<file path="src/rtl/cache_arbiter_pkg.sv">
// Shared types for the cache arbiter: arbiter FSM states, the cache line
// width and a small saturating-increment helper for the starvation counter.
package rv32i_types;

  localparam int unsigned LINE_WIDTH = 256;

  typedef enum logic [1:0] {
    IDLE    = 2'd0,
    SERVE_I = 2'd1,
    SERVE_D = 2'd2
  } arb_state_t;

  // Increment a 3-bit count, sticking at all-ones instead of wrapping.
  function automatic logic [2:0] sat_inc3(input logic [2:0] value);
    return (value == 3'b111) ? value : value + 3'd1;
  endfunction

endpackage

</file>
<file path="src/rtl/cache_arbiter_perf_counter.sv">
// arb_perf_counter: 32-bit saturating event counter with an async active-low
// reset. Used by cache_arbiter only when CACHE_ARB_PERF_EN is defined.
module arb_perf_counter (
  input  logic        clk,
  input  logic        rst_n,
  input  logic        inc,
  output logic [31:0] count
);

  logic [31:0] count_q;
  logic [31:0] count_d;

  // Next count: step by one on inc, hold once the counter is full.
  always_comb begin
    count_d = count_q;
    if (inc && (count_q != 32'hFFFF_FFFF)) begin
      count_d = count_q + 32'd1;
    end
  end

  // Count register.
  always_ff @(posedge clk or negedge rst_n) begin
    if (!rst_n) begin
      count_q <= '0;
    end else begin
      count_q <= count_d;
    end
  end

  assign count = count_q;

endmodule

</file>
<file path="src/rtl/cache_arbiter.sv">
// cache_arbiter: shares the single physical-memory line port between the
// I-cache and the D-cache. D-side misses are preferred because they stall the
// whole pipeline; a starvation counter forces an I grant after STARVE_LIMIT
// consecutive D grants taken while the I-cache was waiting.
// Optional build macro: CACHE_ARB_PERF_EN enables the grant/wait performance
// counters; without it the perf outputs are constant zero.
module cache_arbiter
  import rv32i_types::*;
#(
  parameter int unsigned STARVE_LIMIT = 4,
  parameter int unsigned LINE_W       = LINE_WIDTH
) (
  input  logic              clk,
  input  logic              rst,

  input  logic              icache_read,
  input  logic [31:0]       icache_address,
  output logic [LINE_W-1:0] icache_rdata,
  output logic              icache_resp,

  input  logic              dcache_read,
  input  logic              dcache_write,
  input  logic [31:0]       dcache_address,
  input  logic [LINE_W-1:0] dcache_wdata,
  output logic [LINE_W-1:0] dcache_rdata,
  output logic              dcache_resp,

  output logic              pmem_read,
  output logic              pmem_write,
  output logic [31:0]       pmem_address,
  output logic [LINE_W-1:0] pmem_wdata,
  input  logic [LINE_W-1:0] pmem_rdata,
  input  logic              pmem_resp,

  output logic [31:0]       perf_i_grants,
  output logic [31:0]       perf_d_grants,
  output logic [31:0]       perf_i_wait
);

  arb_state_t        state_q, state_d;
  logic              pmem_read_q, pmem_read_d;
  logic              pmem_write_q, pmem_write_d;
  logic [31:0]       pmem_addr_q, pmem_addr_d;
  logic [LINE_W-1:0] pmem_wdata_q, pmem_wdata_d;
  logic [2:0]        starve_cnt_q, starve_cnt_d;

  logic d_req;
  logic d_under_limit;
  logic grant_i;
  logic grant_d;

  assign d_req         = dcache_read | dcache_write;
  assign d_under_limit = (32'(starve_cnt_q) < STARVE_LIMIT);

  // Grant decision, completion routing and next state. A response only
  // reaches the side currently being served; the other side sees zeros.
  always_comb begin
    state_d      = state_q;
    grant_i      = 1'b0;
    grant_d      = 1'b0;
    icache_resp  = 1'b0;
    dcache_resp  = 1'b0;
    icache_rdata = '0;
    dcache_rdata = '0;
    unique case (state_q)
      IDLE: begin
        if (d_req && d_under_limit) begin
          grant_d = 1'b1;
          state_d = SERVE_D;
        end else if (icache_read) begin
          grant_i = 1'b1;
          state_d = SERVE_I;
        end else if (d_req) begin
          grant_d = 1'b1;
          state_d = SERVE_D;
        end
      end
      SERVE_I: begin
        if (pmem_resp) begin
          icache_resp  = 1'b1;
          icache_rdata = pmem_rdata;
          state_d      = IDLE;
        end
      end
      SERVE_D: begin
        if (pmem_resp) begin
          dcache_resp  = 1'b1;
          dcache_rdata = pmem_rdata;
          state_d      = IDLE;
        end
      end
      default: state_d = IDLE;
    endcase
  end

  // Grant registers and starvation counter: capture the winner's command at
  // grant so requester-side changes cannot disturb an in-flight transfer.
  always_comb begin
    pmem_read_d  = pmem_read_q;
    pmem_write_d = pmem_write_q;
    pmem_addr_d  = pmem_addr_q;
    pmem_wdata_d = pmem_wdata_q;
    starve_cnt_d = starve_cnt_q;
    if (grant_d) begin
      pmem_addr_d  = dcache_address;
      pmem_wdata_d = dcache_wdata;
      pmem_write_d = dcache_write;
      pmem_read_d  = ~dcache_write;
      starve_cnt_d = icache_read ? sat_inc3(starve_cnt_q) : 3'd0;
    end else if (grant_i) begin
      pmem_addr_d  = icache_address;
      pmem_write_d = 1'b0;
      pmem_read_d  = 1'b1;
      starve_cnt_d = 3'd0;
    end else if ((state_q != IDLE) && pmem_resp) begin
      pmem_read_d  = 1'b0;
      pmem_write_d = 1'b0;
    end
  end

  // FSM state register.
  always_ff @(posedge clk or negedge rst) begin
    if (!rst) begin
      state_q <= IDLE;
    end else begin
      state_q <= state_d;
    end
  end

  // Grant and starvation registers; reset abandons any in-flight command.
  always_ff @(posedge clk or negedge rst) begin
    if (!rst) begin
      pmem_read_q  <= 1'b0;
      pmem_write_q <= 1'b0;
      pmem_addr_q  <= '0;
      pmem_wdata_q <= '0;
      starve_cnt_q <= '0;
    end else begin
      pmem_read_q  <= pmem_read_d;
      pmem_write_q <= pmem_write_d;
      pmem_addr_q  <= pmem_addr_d;
      pmem_wdata_q <= pmem_wdata_d;
      starve_cnt_q <= starve_cnt_d;
    end
  end

  assign pmem_read    = pmem_read_q;
  assign pmem_write   = pmem_write_q;
  assign pmem_address = pmem_addr_q;
  assign pmem_wdata   = pmem_wdata_q;

`ifdef CACHE_ARB_PERF_EN
  logic i_wait_inc;
  assign i_wait_inc = icache_read & ~icache_resp;

  arb_perf_counter u_perf_i_grants (
    .clk   (clk),
    .rst_n (rst),
    .inc   (grant_i),
    .count (perf_i_grants)
  );

  arb_perf_counter u_perf_d_grants (
    .clk   (clk),
    .rst_n (rst),
    .inc   (grant_d),
    .count (perf_d_grants)
  );

  arb_perf_counter u_perf_i_wait (
    .clk   (clk),
    .rst_n (rst),
    .inc   (i_wait_inc),
    .count (perf_i_wait)
  );
`else
  assign perf_i_grants = '0;
  assign perf_d_grants = '0;
  assign perf_i_wait   = '0;
`endif

`ifndef SYNTHESIS
  a_no_read_and_write: assert property (@(posedge clk) disable iff (!rst)
    !(dcache_read && dcache_write));

  a_no_resp_in_idle: assert property (@(posedge clk) disable iff (!rst)
    (state_q == IDLE) |-> !pmem_resp);
`endif

endmodule
</file>
<file path="config.mk">
export PLATFORM = sky130hd
export DESIGN_NAME = cache_arbiter
export DESIGN_NICKNAME = d
export VERILOG_FILES = /design/src/rtl/cache_arbiter_pkg.sv /design/src/rtl/cache_arbiter_perf_counter.sv /design/src/rtl/cache_arbiter.sv
export SDC_FILE = /design/constraint.sdc
export NUM_CORES = 1
export LEC_CHECK = 0
export CAP_MARGIN = 20
export CORE_AREA = 2 2 581 583
export DETAILED_ROUTE_END_ITERATION = 6
export DIE_AREA = 0 0 583 585
export SLEW_MARGIN = 40
export SYNTH_ARGS = -nofsm -noshare
export SYNTH_HDL_FRONTEND = slang
export SYNTH_SLANG_ARGS = --single-unit
</file>
<file path="constraint.sdc">
create_clock -name clk -period 3.74 [get_ports clk]
set_input_delay 0.561 -clock clk [delete_from_list [all_inputs] [get_ports clk]]
set_output_delay 0.561 -clock clk [all_outputs]
set_load 0.03 [all_outputs]
</file>
# Word-level counts from Yosys, hierarchy flattened
# Cells that the tools add are included.
dict set report totals {
  ff_bits 295
  latch_bits 0
  mem_bits_rw 0
  rom_bits 0
  word_cells 54
  memories 0
}
dict set report op_classes {
  add_sub_neg 1
  multipliers 0
  n_div 0
  order_cmp 1
  n_eq_ne 6
  shifts 0
  muxes 29
  n_bitwise 2
  reduce_logical 9
}
# op count
set op_table {}
lappend op_table {{2-to-1 mux 256 bit} 3}
lappend op_table {{2-to-1 mux 32 bit} 2}
lappend op_table {{2-to-1 mux 1 bit} 15}
lappend op_table {{2-to-1 mux 3 bit} 4}
lappend op_table {{2-to-1 mux 2 bit} 4}
lappend op_table {{!= test 4 bit (second input constant)} 1}
lappend op_table {{case mux 2 bit (2 select lines)} 1}
lappend op_table {{AND reduction 2 bit} 2}
lappend op_table {{nonzero test 2 bit} 2}
lappend op_table {{adder 3 x 1 -> 3 bit (second input constant)} 1}
lappend op_table {{== test 3 bit (second input constant)} 1}
lappend op_table {{less-than comparator 3 bit (second input constant)} 1}
lappend op_table {{!= test 3 bit (second input constant)} 1}
lappend op_table {{nonzero test 3 bit} 1}
lappend op_table {{== test 2 x 1 -> 1 bit (second input constant)} 1}
lappend op_table {{== test 2 bit (second input constant)} 1}
lappend op_table {{logical AND 1 bit} 2}
lappend op_table {{logical NOT 2 bit} 1}
lappend op_table {{!= test 2 x 1 -> 1 bit (second input constant)} 1}
lappend op_table {{OR reduction 2 bit} 1}
lappend op_table {{inverter 1 bit} 1}
lappend op_table {{bitwise OR 1 bit} 1}

# Longest topological paths before layout
# Gate-level depths: netlist of run 1.
dict set report logic_depth {
  word_depth 7
  ltp_mapped 7
  depth_no_buf 5
}

# Worst setup path after synthesis of run 1
# OpenSTA, ideal clock, no wires.
dict set report synth_path {
  path_kind {input to output}
  from {input pmem_resp}
  to {output dcache_rdata[100]}
  arrival_ns 1.642
  t_required_ns 3.179
  slack_ns 1.537
  cell_stages 4
  n_path_buf 3
  cell_sequence {clkbuf_1 > clkbuf_1 > clkbuf_1 > and3_1}
}
dict set report synth_between {
  elab_chain_len 2
}
# element line
set synth_lines {}
lappend synth_lines {{start, declared} cache_arbiter.sv:33} ;# input logic pmem_resp,
lappend synth_lines {{2-to-1 mux 256 bit} cache_arbiter.sv:86} ;# if (pmem_resp) begin
lappend synth_lines {{2-to-1 mux 256 bit} cache_arbiter.sv:65} ;# unique case (state_q)
lappend synth_lines {{end, declared} cache_arbiter.sv:25} ;# output logic [LINE_W-1:0] dcache_rdata,
# Every way passes these cells.

# Final worst setup path of run 1
dict set report layout_path {
  from {register state_q[1]}
  to {output icache_rdata[171]}
}
dict set report layout_between {
  elab_chain_len 2
}
# element line
set layout_lines {}
lappend layout_lines {{start, declared} cache_arbiter.sv:40} ;# arb_state_t state_q, state_d;
lappend layout_lines {{start signal, assigned} cache_arbiter.sv:126} ;# state_q <= state_d;
lappend layout_lines {{== test 2 x 1 -> 1 bit} cache_arbiter.sv:65}
lappend layout_lines {{2-to-1 mux 256 bit} cache_arbiter.sv:65}
lappend layout_lines {{end, declared} cache_arbiter.sv:18} ;# output logic [LINE_W-1:0] icache_rdata,
# Every way passes these cells.

==> reports/results.tsv, run 1 <==
stage	metric	value	unit
outcome	status	finished, final reports clean	
sta	whs	0.489	ns
global_route	grt_max_degree	107	
worst_setup_path	worstSetupEndpointType	output pin	
cts	cts_tree	done	
cts	cts_buffers	41	
placement	dpl_cell_area	34800	sq um
cts	cts_resized	0	
placement	dp_cells	7169	
finish	area.growth.synth_to_final	128	%
placement	gp_congestion	0.947	
finish	drive_above_1_share	0.145	
worst_setup_path	path_cells	inv_1 -> ha_4 -> buf_12 -> buf_12 -> and3_1 -> clkdlybuf4s50_1	
drt	drt_pass1_iterations	5	
worst_setup_path	critPathSlowestCell	clkdlybuf4s50_1	
cts	clockBufferDepth	3	
logic_synthesis	yosysMostFrequentCell	and3_1	
logic_synthesis	synth_area	16000	sq um
worst_setup_path	max_stage_delay	0.81	ns
sta	fmax	280	MHz
placement	dp_hpwl	251000	um
logic_synthesis	synth-async-reset-ratio	1.00	
cts	clk_latency	0.63	ns
drt	drc_errors	0	
worst_setup_path	cp_max_fo	99	
logic_synthesis	yosysSeqAreaShare	0.462	
drt	via_count	19400	
min_path	hold_class	flip-flop to flip-flop	
logic_synthesis	synth_cell_types	31	
sta	timing.final.ws_setup	0.172	ns
drt	dr.first_iter.drc_count	1344	
drt	viasPerCell	2.64	
finish	nets	3399	
cts	clk_pin_slew	0.06	ns
logic_synthesis	synth.area.top_cells	dfrtp_1 46%, and3_1 20%, mux2_1 16%, buf_4 4.6%, clkbuf_1 3.0%	
finish	n_fill_cell	38700	
worst_setup_path	cpLargestDelayFamily	buffers and inverters	
floorplan	initial_utilization	0.0477	
global_route	grt_pass1_vias	18200	
worst_setup_path	required	3.18	ns
logic_synthesis	synth_top_area_frac	0.462	
floorplan	io_pins	1482	
sta	maxSlewHeadroom	0.396	
cts	h-tree-depth	2	
finish	fin_cells	7339	
sta	hold_viol_final	0	
sta	setup_viol	0	
global_route	grt_pass1_wl	316000	um
worst_setup_path	crit_buf_inv	4	
sta	clock_skew	0.0266	ns
placement	portBuffers	1385	
drt	wl_per_cell	37.6	um
global_route	overflow	0	
worst_setup_path	arrival	3.01	ns
cts	root_buffer	clkbuf_16	
logic_synthesis	syn_inst	1495	
power	fin_total_pwr	28.4	mW
worst_setup_path	cp-start-kind	flip-flop	
sta	worst_pin_slew	0.902	ns
logic_synthesis	ys_seq_elements	295	
floorplan	dieArea	341000	sq um
logic_synthesis	synth_area_per_cell	10.7	sq um
floorplan	core	335000	sq um
placement	dp_slack	0.624	ns
power	power_density	781	nW/um^2
cts	cts.sink_count	295	
global_route	grt_antenna_before_repair	262	
logic_synthesis	synth_common_cells	512 x and3_1, 295 x dfrtp_1, 229 x mux2_1, 128 x clkbuf_1, 99 x buf_4	
logic_synthesis	ys.flop_type	dfrtp_1	
floorplan	die_y	585	um
logic_synthesis	synth_top_area_cell	dfrtp_1	
sta	slew_violations	0	
drt	routed_wl	276000	um
logic_synthesis	yosys_warnings	0	
job	cap_violations	0	
drt	antenna_left	0	
worst_setup_path	cp_common_cell	buf_12	
floorplan	die_w	583	um
floorplan	fp-row-count	213	
global_route	grt_usage	0.155	
sta	layout_min_cycle_time	3.57	ns
power	ir_drop	0.436	mV
sta	fin_crit_sh	0.954	
power	p_leak	14.9	nW
logic_synthesis	synth_edf_count	0	
finish	final_area	36400	sq um
worst_setup_path	crit_type	flip-flop to output pin	
## cells by family after synthesis
| group | synth area share |
|---|---|
| AOI/OAI and AO/OA | 0.0416 |
| adders and majority gates | 0.00391 |
| buffers and inverters | 0.0978 |
| DFF | 0.462 |
| muxes | 0.182 |
| other | 0.000235 |
| and+or+nand+nor | 0.213 |
## through the flow
step,util,TNS [ns]
2_1_floorplan,-,0
3_3_place_gp,0.104,0
3_5_place_dp,0.104,0
4_1_cts,0.108,0
5_1_grt,0.108,-0.000772
6_report,0.109,0
## cell usage in the layout (no fill, tap or decap), types with 2 or more instances in the layout
cell             count
clkdlybuf4s50_1   1130
and3_1             512
dfrtp_1            295
mux2_1             229
buf_4              195
conb_1              96
diode_2             90
buf_12              68
clkbuf_16           41
buf_2               41
a21oi_1             38
o21ai_0             33
a31oi_1             33
nor2_1              33
mux2_2              28
clkbuf_8             9
clkbuf_1             7
nand2_1              5
inv_1                4
clkinvlp_4           4
clkinv_2             3
bufinv_16            3
buf_8                3
and2_1               2
o31ai_1              2
o21bai_1             2
ha_1                 2
ha_4                 2
clkinv_4             2
## state kept, by name, indices dropped and copies added (netlist names)
| name | count |
|---|---|
| pmem_wdata | 256 |
| pmem_address | 32 |
| starve_cnt_q | 3 |
| state_q | 2 |
| pmem_read | 1 |
| pmem_write | 1 |
## final timing paths
path	start	to	slack [ns]	cells after the start
max	state_q[1]	icache_rdata[171]	0.17	6
min	pmem_wdata[40]	pmem_wdata[40]	0.49	1
max reg2reg	state_q[0]	pmem_address[0]	1.07	7
min reg2reg	pmem_wdata[40]	pmem_wdata[40]	0.49	1
max in group asynchronous	rst	pmem_wdata[189]	2.30	3
min in group asynchronous	rst	pmem_wdata[88]	0.54	2
## where the power goes
part           leakage [nW]  total (mW)  internal, mW  switching (mW)
combinational          10.8        18.3          5.87            12.5
sequential             3.45        5.88          4.84            1.04
clock                 0.674        4.20          2.43            1.77
## what timing repair did
| action | in CTS | in global routing |
|---|---|---|
| setup endpoints to repair | 1 | 0 |
| hold buffers | 1 | 0 |
| hold endpoints to repair | 71 | 0 |
| setup buffers | 6 | 0 |
## layout make-up
cell class	instances	area (sq um)	share of cell area
Clock inverter	16	228	0.00626
Multi-Input combinational cell	1030	7460	0.205
Timing Repair Buffer	1439	14400	0.396
Antenna cell	90	225	0.00619
Sequential cell	295	7380	0.203
Clock buffer	57	1180	0.0323
Tap cell	4407	5510	0.151
Inverter	5	18.8	0.000516
## per-layer routing
layer | wire length, um | track usage
met5 | 603 | 0
met4 | 12000 | 0.0582
met3 | 41900 | 0.106
met2 | 130000 | 0.262
met1 | 90900 | 0.148
## worst reg2reg max path, stage by stage, from the launching register on
cell and delay (ns):
dfrtp_1 0.40, inv_1 0.14, ha_2 0.59, buf_4 0.46, o31a_2 0.53, buf_12 0.24
nor2_1 0.10, a21oi_1 0.14
Power figures use the tool's default switching activity.
==> run 2: changes to the inputs <==
--- a/config.mk
+++ b/config.mk
@@ -6,9 +6,9 @@
 export NUM_CORES = 1
 export LEC_CHECK = 0
 export CAP_MARGIN = 20
-export CORE_AREA = 2 2 581 583
+export CORE_AREA = 2 2 579 581
 export DETAILED_ROUTE_END_ITERATION = 6
-export DIE_AREA = 0 0 583 585
+export DIE_AREA = 0 0 581 583
 export SLEW_MARGIN = 40
 export SYNTH_ARGS = -nofsm -noshare
 export SYNTH_HDL_FRONTEND = slang
==> reports/results.tsv, run 2 (synthesis gave the netlist of run 1 again) <==
stage	metric	value	unit
outcome	status	finished, final reports clean	
worst_setup_path	rr_worst_depth	7	
global_route	grt_usage	0.146	
finish	largest_reg_flops	256	
global_route	grt_pass1_vias	18400	
floorplan	dieArea	339000	sq um
worst_setup_path	cp_max_fo	75	
global_route	grt_max_degree	98	
sta	worst_pin_slew	0.886	ns
sta	hold_viol_final	0	
sta	clock_skew	0.0296	ns
drt	drt_pass1_iterations	5	
sta	layout_min_cycle_time	3.56	ns
floorplan	core	332000	sq um
placement	dpl_cell_area	34700	sq um
worst_setup_path	arrival	3.00	ns
worst_setup_path	worstSetupEndpointType	output pin	
sta	slew_violations	0	
finish	mostFrequentLayoutCells	1222 x clkdlybuf4s50_1, 512 x and3_1, 295 x dfrtp_1	
job	cap_violations	0	
worst_setup_path	crit_type	flip-flop to output pin	
global_route	overflow	0	
worst_setup_path	r2r_end	pmem_address[2]	
floorplan	die_y	583	um
cts	cts_buffers	39	
drt	routed_wl	258000	um
finish	final_core_util	0.109	
placement	gp_congestion	1.02	
sta	maxSlewHeadroom	0.407	
drt	drc_errors	0	
cts	clk_latency	0.64	ns
floorplan	io_pins	1482	
sta	fmax	281	MHz
drt	dr.first_iter.drc_count	985	
floorplan	fp-row-count	212	
global_route	grt_antenna_before_repair	206	
power	ir_drop	0.593	mV
global_route	grt_pass1_wl	298000	um
placement	dp_cells	7165	
placement	dp_slack	0.736	ns
cts	cts_tree	done	
floorplan	die_w	581	um
power	fin_total_pwr	28.1	mW
worst_setup_path	required	3.18	ns
min_path	hold_class	input pin to async pin	
finish	final_common_cell	clkdlybuf4s50_1	
floorplan	initial_utilization	0.0481	
finish	fin_cells	7286	
sta	finalSetupTns	0	ns
cts	root_buffer	clkbuf_16	
cts	cts.sink_count	295	
power	p_leak	14.7	nW
sta	fin_crit_sh	0.951	
drt	wl_per_cell	35.4	um
finish	nets	3409	
cts	clk_pin_slew	0.07	ns
sta	timing.final.ws_setup	0.184	ns
placement	dp_hpwl	235000	um
worst_setup_path	reg2reg_slack	1.42	ns
sta	setup_viol	0	
sta	rsz0062_at_grt	false	
sta	whs	0.388	ns
drt	via_count	19100	
finish	final_area	36200	sq um
worst_setup_path	r2r-start	state_q[0]	
finish	area.growth.synth_to_final	127	%
placement	portBuffers	1385	
finish	drive_above_1_share	0.116	
power	power_density	775	nW/um^2
cts	h-tree-depth	2	
drt	viasPerCell	2.63	
drt	antenna_left	0	
cts	clockBufferDepth	3	
worst_setup_path	cp-start-kind	flip-flop	
[run 2: critical path: stages, from the launching register on]
cell	delay [ns]
dfrtp_1	0.42
inv_1	0.13
ha_4	0.56
buf_16	0.29
and3_1	0.21
clkdlybuf4s50_1	0.68
[run 2: cell type report]
| type | count | area, sq um |
|---|---|---|
| well taps | 4387 | 5490 |
| fillers | 38400 | 296000 |
| inverters | 5 | 21.3 |
| clock buffers | 45 | 1030 |
| flip-flops and latches | 295 | 7380 |
| diodes | 48 | 120 |
| repair buffers | 1451 | 14400 |
| clock inverters | 25 | 324 |
| multi-input cells | 1030 | 7460 |
[run 2: report_power, final]
group          internal, mW  switching (mW)
Combinational          5.96            11.9
Sequential             4.83            1.28
Clock                  2.30            1.82
Total                  13.1            15.0
[run 2: routing by layer]
| metal | share of wire | track usage |
|---|---|---|
| met3 | 0.13 | 0.0803 |
| met2 | 0.52 | 0.269 |
| met1 | 0.29 | 0.124 |
| met4 | 0.066 | 0.0801 |
| met5 | 0.0017 | 0 |
[run 2: worst max-delay path by stage]
stage,from,endpoint,slack [ns],cells past startpoint
floorplan,pmem_resp,dcache_rdata[100],1.54,4
finish,state_q[1],icache_rdata[82],0.18,5
global route,state_q[1],icache_rdata[82],0.01,5
detailed placement,state_q[1],icache_rdata[82],0.74,5
global placement,pmem_resp,dcache_rdata[189],0.72,4
CTS,state_q[1],icache_rdata[82],0.03,5
[run 2: timing repair]
| action | 4_1_cts | 5_1_grt |
|---|---|---|
| hold buffers | 1 | 0 |
| endpoints found under the hold margin | 44 | 0 |
| buffers inserted | 0 | 1 |
| gates resized for setup | 0 | 2 |
| endpoints found under the setup margin | 0 | 74 |
